`config.mk`:
```
export PLATFORM = sky130hd
export DESIGN_NAME = i2c_responder
export DESIGN_NICKNAME = d
export VERILOG_FILES = /design/src/rtl/i2c_pkg.sv /design/src/rtl/i2c_line_sync.sv /design/src/rtl/i2c_responder.sv
export SDC_FILE = /design/constraint.sdc
export NUM_CORES = 1
export LEC_CHECK = 0
export ABC_AREA = 1
export CORE_ASPECT_RATIO = 1.5
export CORE_MARGIN = 8
export CORE_UTILIZATION = 50
export CTS_BUF_LIST = sky130_fd_sc_hd__clkbuf_4
export DETAILED_ROUTE_END_ITERATION = 10
export PLACE_DENSITY = 0.73
export SLEW_MARGIN = 20
export SYNTH_ARGS = -nofsm -noshare
export SYNTH_HDL_FRONTEND = slang
export SYNTH_SLANG_ARGS = --single-unit
export TNS_END_PERCENT = 30
```
`constraint.sdc`:
```
create_clock -name clk -period 3 [get_ports clk]
set_input_delay 0.3 -clock clk [delete_from_list [all_inputs] [get_ports clk]]
set_output_delay 0.3 -clock clk [all_outputs]
set_load 0.05 [all_outputs]
```
`src/rtl/i2c_pkg.sv`:
```
// Shared I2C definitions for the sensor-bus responder and initiator.
// Contents: responder state enum, sensor address ranges, SDA ACK/NACK levels.
package i2c_pkg;

  typedef enum logic [2:0] {
    StIdle,
    StAddr,
    StAddrAck,
    StWrByte,
    StWrAck,
    StRdByte,
    StRdAck,
    StIgnore
  } i2c_state_e;

  // TMP-style temperature sensors and lux sensors on the shared bus.
  localparam logic [6:0] TempAddrFirst = 7'h48;
  localparam logic [6:0] TempAddrLast  = 7'h4B;
  localparam logic [6:0] LuxAddrFirst  = 7'h44;
  localparam logic [6:0] LuxAddrLast   = 7'h47;

  // Bus level during the ACK slot.
  localparam logic SdaAck  = 1'b0;
  localparam logic SdaNack = 1'b1;

  function automatic logic is_sensor_addr(input logic [6:0] addr);
    return ((addr >= TempAddrFirst) && (addr <= TempAddrLast)) ||
           ((addr >= LuxAddrFirst) && (addr <= LuxAddrLast));
  endfunction

endpackage

```
`src/rtl/i2c_line_sync.sv`:
```
// SCL/SDA line conditioning: 2-flop synchronizers plus a history flop per line,
// producing SCL edge strobes and START/STOP strobes in the clk domain.
// Ports: clk, rst (sync, active high), scl, sda_in (async pads);
//        sda_s (synchronized SDA), scl_rise, scl_fall, start_det, stop_det (1-cycle strobes).
module i2c_line_sync (
  input  logic clk,
  input  logic rst,
  input  logic scl,
  input  logic sda_in,
  output logic sda_s,
  output logic scl_rise,
  output logic scl_fall,
  output logic start_det,
  output logic stop_det
);

  logic scl_meta_q, scl_sync_q, scl_hist_q;
  logic sda_meta_q, sda_sync_q, sda_hist_q;

  // Reset to the idle (released) bus level so no edge is seen on exit from reset.
  always_ff @(posedge clk) begin
    if (rst) begin
      scl_meta_q <= 1'b1;
      scl_sync_q <= 1'b1;
      scl_hist_q <= 1'b1;
      sda_meta_q <= 1'b1;
      sda_sync_q <= 1'b1;
      sda_hist_q <= 1'b1;
    end else begin
      scl_meta_q <= scl;
      scl_sync_q <= scl_meta_q;
      scl_hist_q <= scl_sync_q;
      sda_meta_q <= sda_in;
      sda_sync_q <= sda_meta_q;
      sda_hist_q <= sda_sync_q;
    end
  end

  always_comb begin
    sda_s     = sda_sync_q;
    scl_rise  = scl_sync_q & ~scl_hist_q;
    scl_fall  = ~scl_sync_q & scl_hist_q;
    // SCL must be high in both samples so an SCL fall racing SDA is not a condition.
    start_det = scl_sync_q & scl_hist_q & sda_hist_q & ~sda_sync_q;
    stop_det  = scl_sync_q & scl_hist_q & ~sda_hist_q & sda_sync_q;
  end

endmodule

```
`src/rtl/i2c_responder.sv`:
```
// I2C target answering one 7-bit address: 1/2-byte reads from tx_data (MSB byte first,
// wrapping), 1/2-byte writes captured into rx_data. SCL is sampled, never used as a clock.
// Ports: clk, rst (sync, active high), scl, sda_in, sda_oe (1 = pull SDA low),
//        tx_data/tx_taken (read payload + snapshot pulse),
//        rx_data/rx_valid/rx_two_bytes (completed write), busy (addressed transfer).
module i2c_responder
  import i2c_pkg::*;
#(
  parameter logic [6:0] SLAVE_ADDR = 7'h48
) (
  input  logic        clk,
  input  logic        rst,
  input  logic        scl,
  input  logic        sda_in,
  output logic        sda_oe,
  input  logic [15:0] tx_data,
  output logic        tx_taken,
  output logic [15:0] rx_data,
  output logic        rx_valid,
  output logic        rx_two_bytes,
  output logic        busy
);

  logic sda_s, scl_rise, scl_fall, start_det, stop_det;

  i2c_line_sync u_line_sync (
    .clk       (clk),
    .rst       (rst),
    .scl       (scl),
    .sda_in    (sda_in),
    .sda_s     (sda_s),
    .scl_rise  (scl_rise),
    .scl_fall  (scl_fall),
    .start_det (start_det),
    .stop_det  (stop_det)
  );

  i2c_state_e  state_q, state_d;
  logic [2:0]  bit_cnt_q, bit_cnt_d;
  logic [6:0]  shift_q, shift_d;
  logic [1:0]  byte_cnt_q, byte_cnt_d;
  logic        rw_q, rw_d;
  logic        phase_q, phase_d;  // ACK slot: 0 before first event, 1 once underway
  logic        nack_q, nack_d;
  logic        rd_idx_q, rd_idx_d;
  logic        wr_active_q, wr_active_d;
  logic [15:0] snap_q, snap_d;
  logic [15:0] wr_hold_q, wr_hold_d;
  logic        busy_q, busy_d;
  logic        sda_oe_q, sda_oe_d;
  logic        tx_taken_q, tx_taken_d;
  logic [15:0] rx_data_q, rx_data_d;
  logic        rx_valid_q, rx_valid_d;
  logic        rx_two_q, rx_two_d;

  logic [7:0] byte_in;
  logic       byte_done;
  logic       addr_hit;
  logic [7:0] cur_rd_byte;
  logic       next_rd_msb;

  assign byte_in     = {shift_q, sda_s};
  assign byte_done   = scl_rise && (bit_cnt_q == 3'd7);
  assign addr_hit    = (byte_in[7:1] == SLAVE_ADDR);
  assign cur_rd_byte = rd_idx_q ? snap_q[7:0] : snap_q[15:8];
  assign next_rd_msb = rd_idx_q ? snap_q[15] : snap_q[7];

  always_ff @(posedge clk) begin
    if (rst) begin
      state_q     <= StIdle;
      bit_cnt_q   <= '0;
      shift_q     <= '0;
      byte_cnt_q  <= '0;
      rw_q        <= 1'b0;
      phase_q     <= 1'b0;
      nack_q      <= 1'b0;
      rd_idx_q    <= 1'b0;
      wr_active_q <= 1'b0;
      snap_q      <= '0;
      wr_hold_q   <= '0;
      busy_q      <= 1'b0;
      sda_oe_q    <= 1'b0;
      tx_taken_q  <= 1'b0;
      rx_data_q   <= '0;
      rx_valid_q  <= 1'b0;
      rx_two_q    <= 1'b0;
    end else begin
      state_q     <= state_d;
      bit_cnt_q   <= bit_cnt_d;
      shift_q     <= shift_d;
      byte_cnt_q  <= byte_cnt_d;
      rw_q        <= rw_d;
      phase_q     <= phase_d;
      nack_q      <= nack_d;
      rd_idx_q    <= rd_idx_d;
      wr_active_q <= wr_active_d;
      snap_q      <= snap_d;
      wr_hold_q   <= wr_hold_d;
      busy_q      <= busy_d;
      sda_oe_q    <= sda_oe_d;
      tx_taken_q  <= tx_taken_d;
      rx_data_q   <= rx_data_d;
      rx_valid_q  <= rx_valid_d;
      rx_two_q    <= rx_two_d;
    end
  end

  // Next state. Bus conditions override everything, including a coincident data edge.
  always_comb begin
    state_d = state_q;
    if (stop_det) begin
      state_d = StIdle;
    end else if (start_det) begin
      state_d = StAddr;
    end else begin
      unique case (state_q)
        StAddr:    if (byte_done) state_d = addr_hit ? StAddrAck : StIgnore;
        StAddrAck: if (scl_fall && phase_q) state_d = rw_q ? StRdByte : StWrByte;
        StWrByte:  if (byte_done) state_d = StWrAck;
        StWrAck:   if (scl_fall && phase_q) state_d = StWrByte;
        // Every fall here follows a rise, so a zero count means 8 bits are out.
        StRdByte:  if (scl_fall && (bit_cnt_q == 3'd0)) state_d = StRdAck;
        StRdAck: begin
          if (scl_rise && !phase_q && (sda_s == SdaNack)) state_d = StIgnore;
          else if (scl_fall && phase_q) state_d = StRdByte;
        end
        default: state_d = state_q;
      endcase
    end
  end

  // Datapath and registered outputs.
  always_comb begin
    bit_cnt_d   = bit_cnt_q;
    shift_d     = shift_q;
    byte_cnt_d  = byte_cnt_q;
    rw_d        = rw_q;
    phase_d     = phase_q;
    nack_d      = nack_q;
    rd_idx_d    = rd_idx_q;
    wr_active_d = wr_active_q;
    snap_d      = snap_q;
    wr_hold_d   = wr_hold_q;
    busy_d      = busy_q;
    sda_oe_d    = sda_oe_q;
    tx_taken_d  = 1'b0;
    rx_data_d   = rx_data_q;
    rx_valid_d  = 1'b0;
    rx_two_d    = rx_two_q;

    if (stop_det || start_det) begin
      bit_cnt_d = '0;
      phase_d   = 1'b0;
      sda_oe_d  = 1'b0;
      if (wr_active_q && (byte_cnt_q != 2'd0)) begin
        rx_data_d  = wr_hold_q;
        rx_two_d   = (byte_cnt_q == 2'd2);
        rx_valid_d = 1'b1;
      end
      wr_active_d = 1'b0;
      byte_cnt_d  = '0;
      // A repeated START keeps the transfer claimed until its address is judged.
      if (stop_det) busy_d = 1'b0;
    end else begin
      unique case (state_q)
        StAddr: begin
          if (scl_rise) begin
            shift_d   = byte_in[6:0];
            bit_cnt_d = bit_cnt_q + 3'd1;
            if (bit_cnt_q == 3'd7) begin
              busy_d  = addr_hit;
              rw_d    = byte_in[0];
              phase_d = 1'b0;
            end
          end
        end
        StAddrAck: begin
          if (scl_fall) begin
            if (!phase_q) begin
              phase_d  = 1'b1;
              sda_oe_d = ~SdaAck;
              if (rw_q) begin
                snap_d     = tx_data;
                tx_taken_d = 1'b1;
              end
            end else begin
              phase_d   = 1'b0;
              bit_cnt_d = '0;
              if (rw_q) begin
                rd_idx_d = 1'b0;
                sda_oe_d = ~snap_q[15];
              end else begin
                sda_oe_d    = 1'b0;
                wr_active_d = 1'b1;
                byte_cnt_d  = '0;
                wr_hold_d   = '0;
              end
            end
          end
        end
        StWrByte: begin
          if (scl_rise) begin
            shift_d   = byte_in[6:0];
            bit_cnt_d = bit_cnt_q + 3'd1;
            if (bit_cnt_q == 3'd7) begin
              phase_d = 1'b0;
              nack_d  = (byte_cnt_q == 2'd2);
              if (byte_cnt_q == 2'd0) wr_hold_d[15:8] = byte_in;
              if (byte_cnt_q == 2'd1) wr_hold_d[7:0] = byte_in;
              if (byte_cnt_q != 2'd2) byte_cnt_d = byte_cnt_q + 2'd1;
            end
          end
        end
        StWrAck: begin
          if (scl_fall) begin
            if (!phase_q) begin
              phase_d  = 1'b1;
              sda_oe_d = ~(nack_q ? SdaNack : SdaAck);
            end else begin
              phase_d   = 1'b0;
              sda_oe_d  = 1'b0;
              bit_cnt_d = '0;
            end
          end
        end
        StRdByte: begin
          if (scl_rise) bit_cnt_d = bit_cnt_q + 3'd1;
          if (scl_fall) begin
            if (bit_cnt_q == 3'd0) begin
              sda_oe_d = 1'b0;
              phase_d  = 1'b0;
            end else begin
              sda_oe_d = ~cur_rd_byte[3'd7 - bit_cnt_q];
            end
          end
        end
        StRdAck: begin
          if (scl_rise && !phase_q && (sda_s == SdaAck)) phase_d = 1'b1;
          if (scl_fall && phase_q) begin
            phase_d   = 1'b0;
            bit_cnt_d = '0;
            rd_idx_d  = ~rd_idx_q;
            sda_oe_d  = ~next_rd_msb;
          end
        end
        StIgnore: sda_oe_d = 1'b0;
        default: ;
      endcase
    end
  end

  assign sda_oe       = sda_oe_q;
  assign tx_taken     = tx_taken_q;
  assign rx_data      = rx_data_q;
  assign rx_valid     = rx_valid_q;
  assign rx_two_bytes = rx_two_q;
  assign busy         = busy_q;

endmodule

```
==> results.txt <==
The run finished with clean final reports. The number of input and output port buffers inserted came out at 40. Compared with the post-synthesis result, the final layout area differs by 16.8%. The via count came out at 3145. In this run the deepest clock path goes through 2 buffers. The vertical die dimension came out at 118 um. Across every metal layer, demand over resource in global routing totals 0.178. The root cell of the clock tree is clkbuf_4.

The number of core rows came out at 37. The commonest non-fill, non-tap cell in the layout is dfxtp_1. The worst setup path is captured at a register.

The number of synthesized register bits is 79. The signal on the critical path passes through inv_2, nand2_4, nor2_4, inv_2, o21ai_2, nor2_1, nand2_4, o21ai_0, nor2_1. In this run the critical register-to-register path is captured at wr_hold_q[9]$_SDFFE_PP0P_. In this run, CTS created clock tree buffers numbering 9. For this design the ratio of total power to cell area is 650 mW/mm^2. In the final layout, flip-flops and latches occupy 0.00158 sq mm. The area of the mapped netlist is 0.00344 sq mm. The flop-to-flop setup slack came out at 1040 ps. The post-route minimum period came out at 1960 ps. TritonCTS built the clock tree. The net total in the final layout came out at 533. In this run the static leakage power is 0.00162 uW. In this run, synthesis inferred 0 flip-flops with an integrated enable. The worst path setup slack after routing came out at 1040 ps. The starting density of the core is 0.509. The horizontal extent of the die came out at 83.8 um. The multi-input logic area is 0.00155 sq mm. After global routing the overflow that remains totals 0. The number of nets with antenna violations after routing is 0.

STA classifies the critical path startpoint as a register. The clock latency at the later pin of the worst-skew pair came out at 440 ps. After filler insertion, the fill cell instance count of the layout stands at 647. The sink count of the clock tree is 79. The floorplan step defined a die boundary enclosing 0.00985 sq mm. The library cells used most frequently in the layout, excluding fill and tap cells, are dfxtp_1 (79), nor2_1 (77), nand2_1 (58), o21ai_0 (56), inv_1 (54). Post-CTS timing repair inserted 0 buffers for setup. The async set-reset flop share out of synthesis came out at 0. Setup violations remaining at the end of the flow were counted as 0. The maximum clock skew at final layout came out at 10.5 ps. The slowest stage of the critical path is the dfxtp_1 cell. The pin count of the biggest net entering global routing came out at 34. The maximum vdd drop is 0.000421 V. Prior to clock tree synthesis, the placed netlist has a worst setup slack of 963 ps. The count of hold-fix buffers inserted at cts is 0. The DRC marker count from the first detailed-route iteration is 180.

The via count of the first global-routing pass came out at 3131. Setup repair after global routing left no endpoint under its margin. The achievable clock frequency is 511 MHz.

The core region area is 0.00676 sq mm. The count of final hold-check violations came out at 0. In this run the worst hold path is classified as reg2reg. The sum of internal, switching and leakage power is 2620 uW.

The capturing instance or port of the critical path is wr_hold_q[9]$_SDFFE_PP0P_. The post-CTS resize count came out at 0. During synthesis, Yosys emitted a total of 0 warnings. Data arrives at the worst endpoint at 2290 ps. Counting every instance in the synthesized netlist gives 469.

The highest net fanout along the worst path came out at 12. The first-pass GRT wire length is 14600 um. At the pin with the least slew margin, the transition time is 529 ps. The number of antenna cells inserted is 0.

The CTS clock-pin slew for the worst setup and hold paths is 130 ps. The number of distinct library cell variants in the gate-level netlist after synthesis is 34. The share of the Yosys chip area taken by registers is 0.459. The total I/O pin count came out at 41. The ratio of final minimum period to clock period is 0.652. A synthesized cell averages 7.34 sq um.

The predominant post-synthesis flop cell is dfxtp_1. The remaining design rule violation count came out at 0. The number of maximum-capacitance violations came out at 0. The number of slew-limit violations in the final report is 0. The HPWL after detailed placement is 6300 um.

The initial antenna violation count is 0. The total negative slack for setup checks came out at 0 ps. When the netlist entered floorplanning its net count stood at 495. The depth of the worst register-to-register path came out at 9. The stage delay of the slowest cell on the critical path came out at 530 ps. The number of vias per cell after detailed routing is 5.34. The H-tree depth reported by CTS is 3. The final routed wire length divided by cell count is 14.7 um. The normalized max-slew margin is 0.646. The first detailed-routing pass ran for 5 iterations. The endpoint required time on the critical path came out at 3340 ps. The routability congestion estimate from global placement is 0.917.

The worst setup path is of the reg2reg kind. The total length of routed wires is 8630 um. The most critical setup path has its startpoint at state_q[2]$_SDFFE_PP0P_.

The proportion of layout cells with a drive suffix above 1 came out at 0.0881. The worst register-to-register path begins at state_q[2]$_SDFFE_PP0P_.
## critical path: cells and delay by family (launching register included)
kind / cells / cell delay [ps]
AO/OA/AOI/OAI: 2 / 430
buffers and inverters: 2 / 340
flip-flops: 1 / 530
AND/OR/NAND/NOR: 5 / 550
## kinds of logic (layout without fill, tap and decap cells)
logic type | Yosys count | count (layout) | synth area share
AO/OA/AOI/OAI | 128 | 128 | 0.202
flip-flops | 79 | 79 | 0.459
buffers and inverters | 78 | 120 | 0.0905
AND/OR/NAND/NOR | 178 | 178 | 0.227
adder cells (fa/ha/maj) | 6 | 6 | 0.0218
## flip-flops by register name, summed over array words and instances, names as in the netlist, 2 cells and up
| name | count |
|---|---|
| wr_hold_q | 16 |
| snap_q | 16 |
| rx_data | 16 |
| state_q | 3 |
| shift_q | 7 |
| byte_cnt_q | 2 |
| bit_cnt_q | 3 |
## synth_stat cells, types with 2 or more instances
library cell  count  area (sq um)
o21ai_0          56           280
a31oi_1           3          18.8
a21oi_1          47           235
buf_2             6          30.0
ha_1              6          75.1
a211oi_1          4          30.0
or2_2             4          25.0
nand2_4           3          33.8
a21oi_2           2          17.5
dfxtp_1          79          1580
nor3_1            6          30.0
inv_1            54           203
nand3_1          21           105
nor2_1           77           289
nor2_4            3          33.8
inv_2             5          18.8
o21ai_1           7          35.0
clkbuf_1          9          33.8
o21ai_2           5          43.8
nand2_1          58           218
## stage by stage
stage / instances / utilization / cell area (sq um) / hold WS (ps)
2_1_floorplan: 469 / - / 3440 / 389
3_3_place_gp: 574 / 0.576 / 3890 / 399
3_5_place_dp: 574 / 0.576 / 3890 / 394
4_1_cts: 589 / 0.595 / 4020 / 425
5_1_grt: 589 / 0.595 / 4020 / 429
6_report: 589 / 0.595 / 4020 / 422
## worst min-delay path by stage
stage                                              endpoint                         startpoint  cells after the start  slack [ps]
after global routing           u_line_sync.sda_s$_SDFF_PP1_  u_line_sync.sda_meta_q$_SDFF_PP1_                      1         430
after global placement         u_line_sync.sda_s$_SDFF_PP1_  u_line_sync.sda_meta_q$_SDFF_PP1_                      1         400
after floorplan           u_line_sync.scl_sync_q$_SDFF_PP1_  u_line_sync.scl_meta_q$_SDFF_PP1_                      1         390
final                          u_line_sync.sda_s$_SDFF_PP1_  u_line_sync.sda_meta_q$_SDFF_PP1_                      1         420
after detailed placement  u_line_sync.scl_sync_q$_SDFF_PP1_  u_line_sync.scl_meta_q$_SDFF_PP1_                      1         390
after CTS                 u_line_sync.scl_meta_q$_SDFF_PP1_                                scl                      2         430
## report_power, final
group          switching (uW)  internal (uW)
Combinational             488            251
Sequential                103           1150
Clock                     379            246
Total                     969           1650
## cell type report
cell class              count  share of cell area
flip-flops and latches     79               0.393
inverters                  61              0.0579
clock inverters             6              0.0156
repair buffers             44               0.107
multi-input cells         312               0.385
clock buffers               9              0.0168
well taps                  78              0.0243
## per-layer routing
metal / GRT usage / part of all wire / routed length, um / vias to the layer above
met3: 0.0395 / 0.037 / 320 / 20
met1: 0.194 / 0.41 / 3580 / 1452
met5: 0 / 0 / 0 / -
met4: 0.0900 / 0.025 / 219 / 0
met2: 0.310 / 0.52 / 4510 / 73
li1: - / - / - / 1600
No activity file was read; power rests on OpenSTA's default activity.
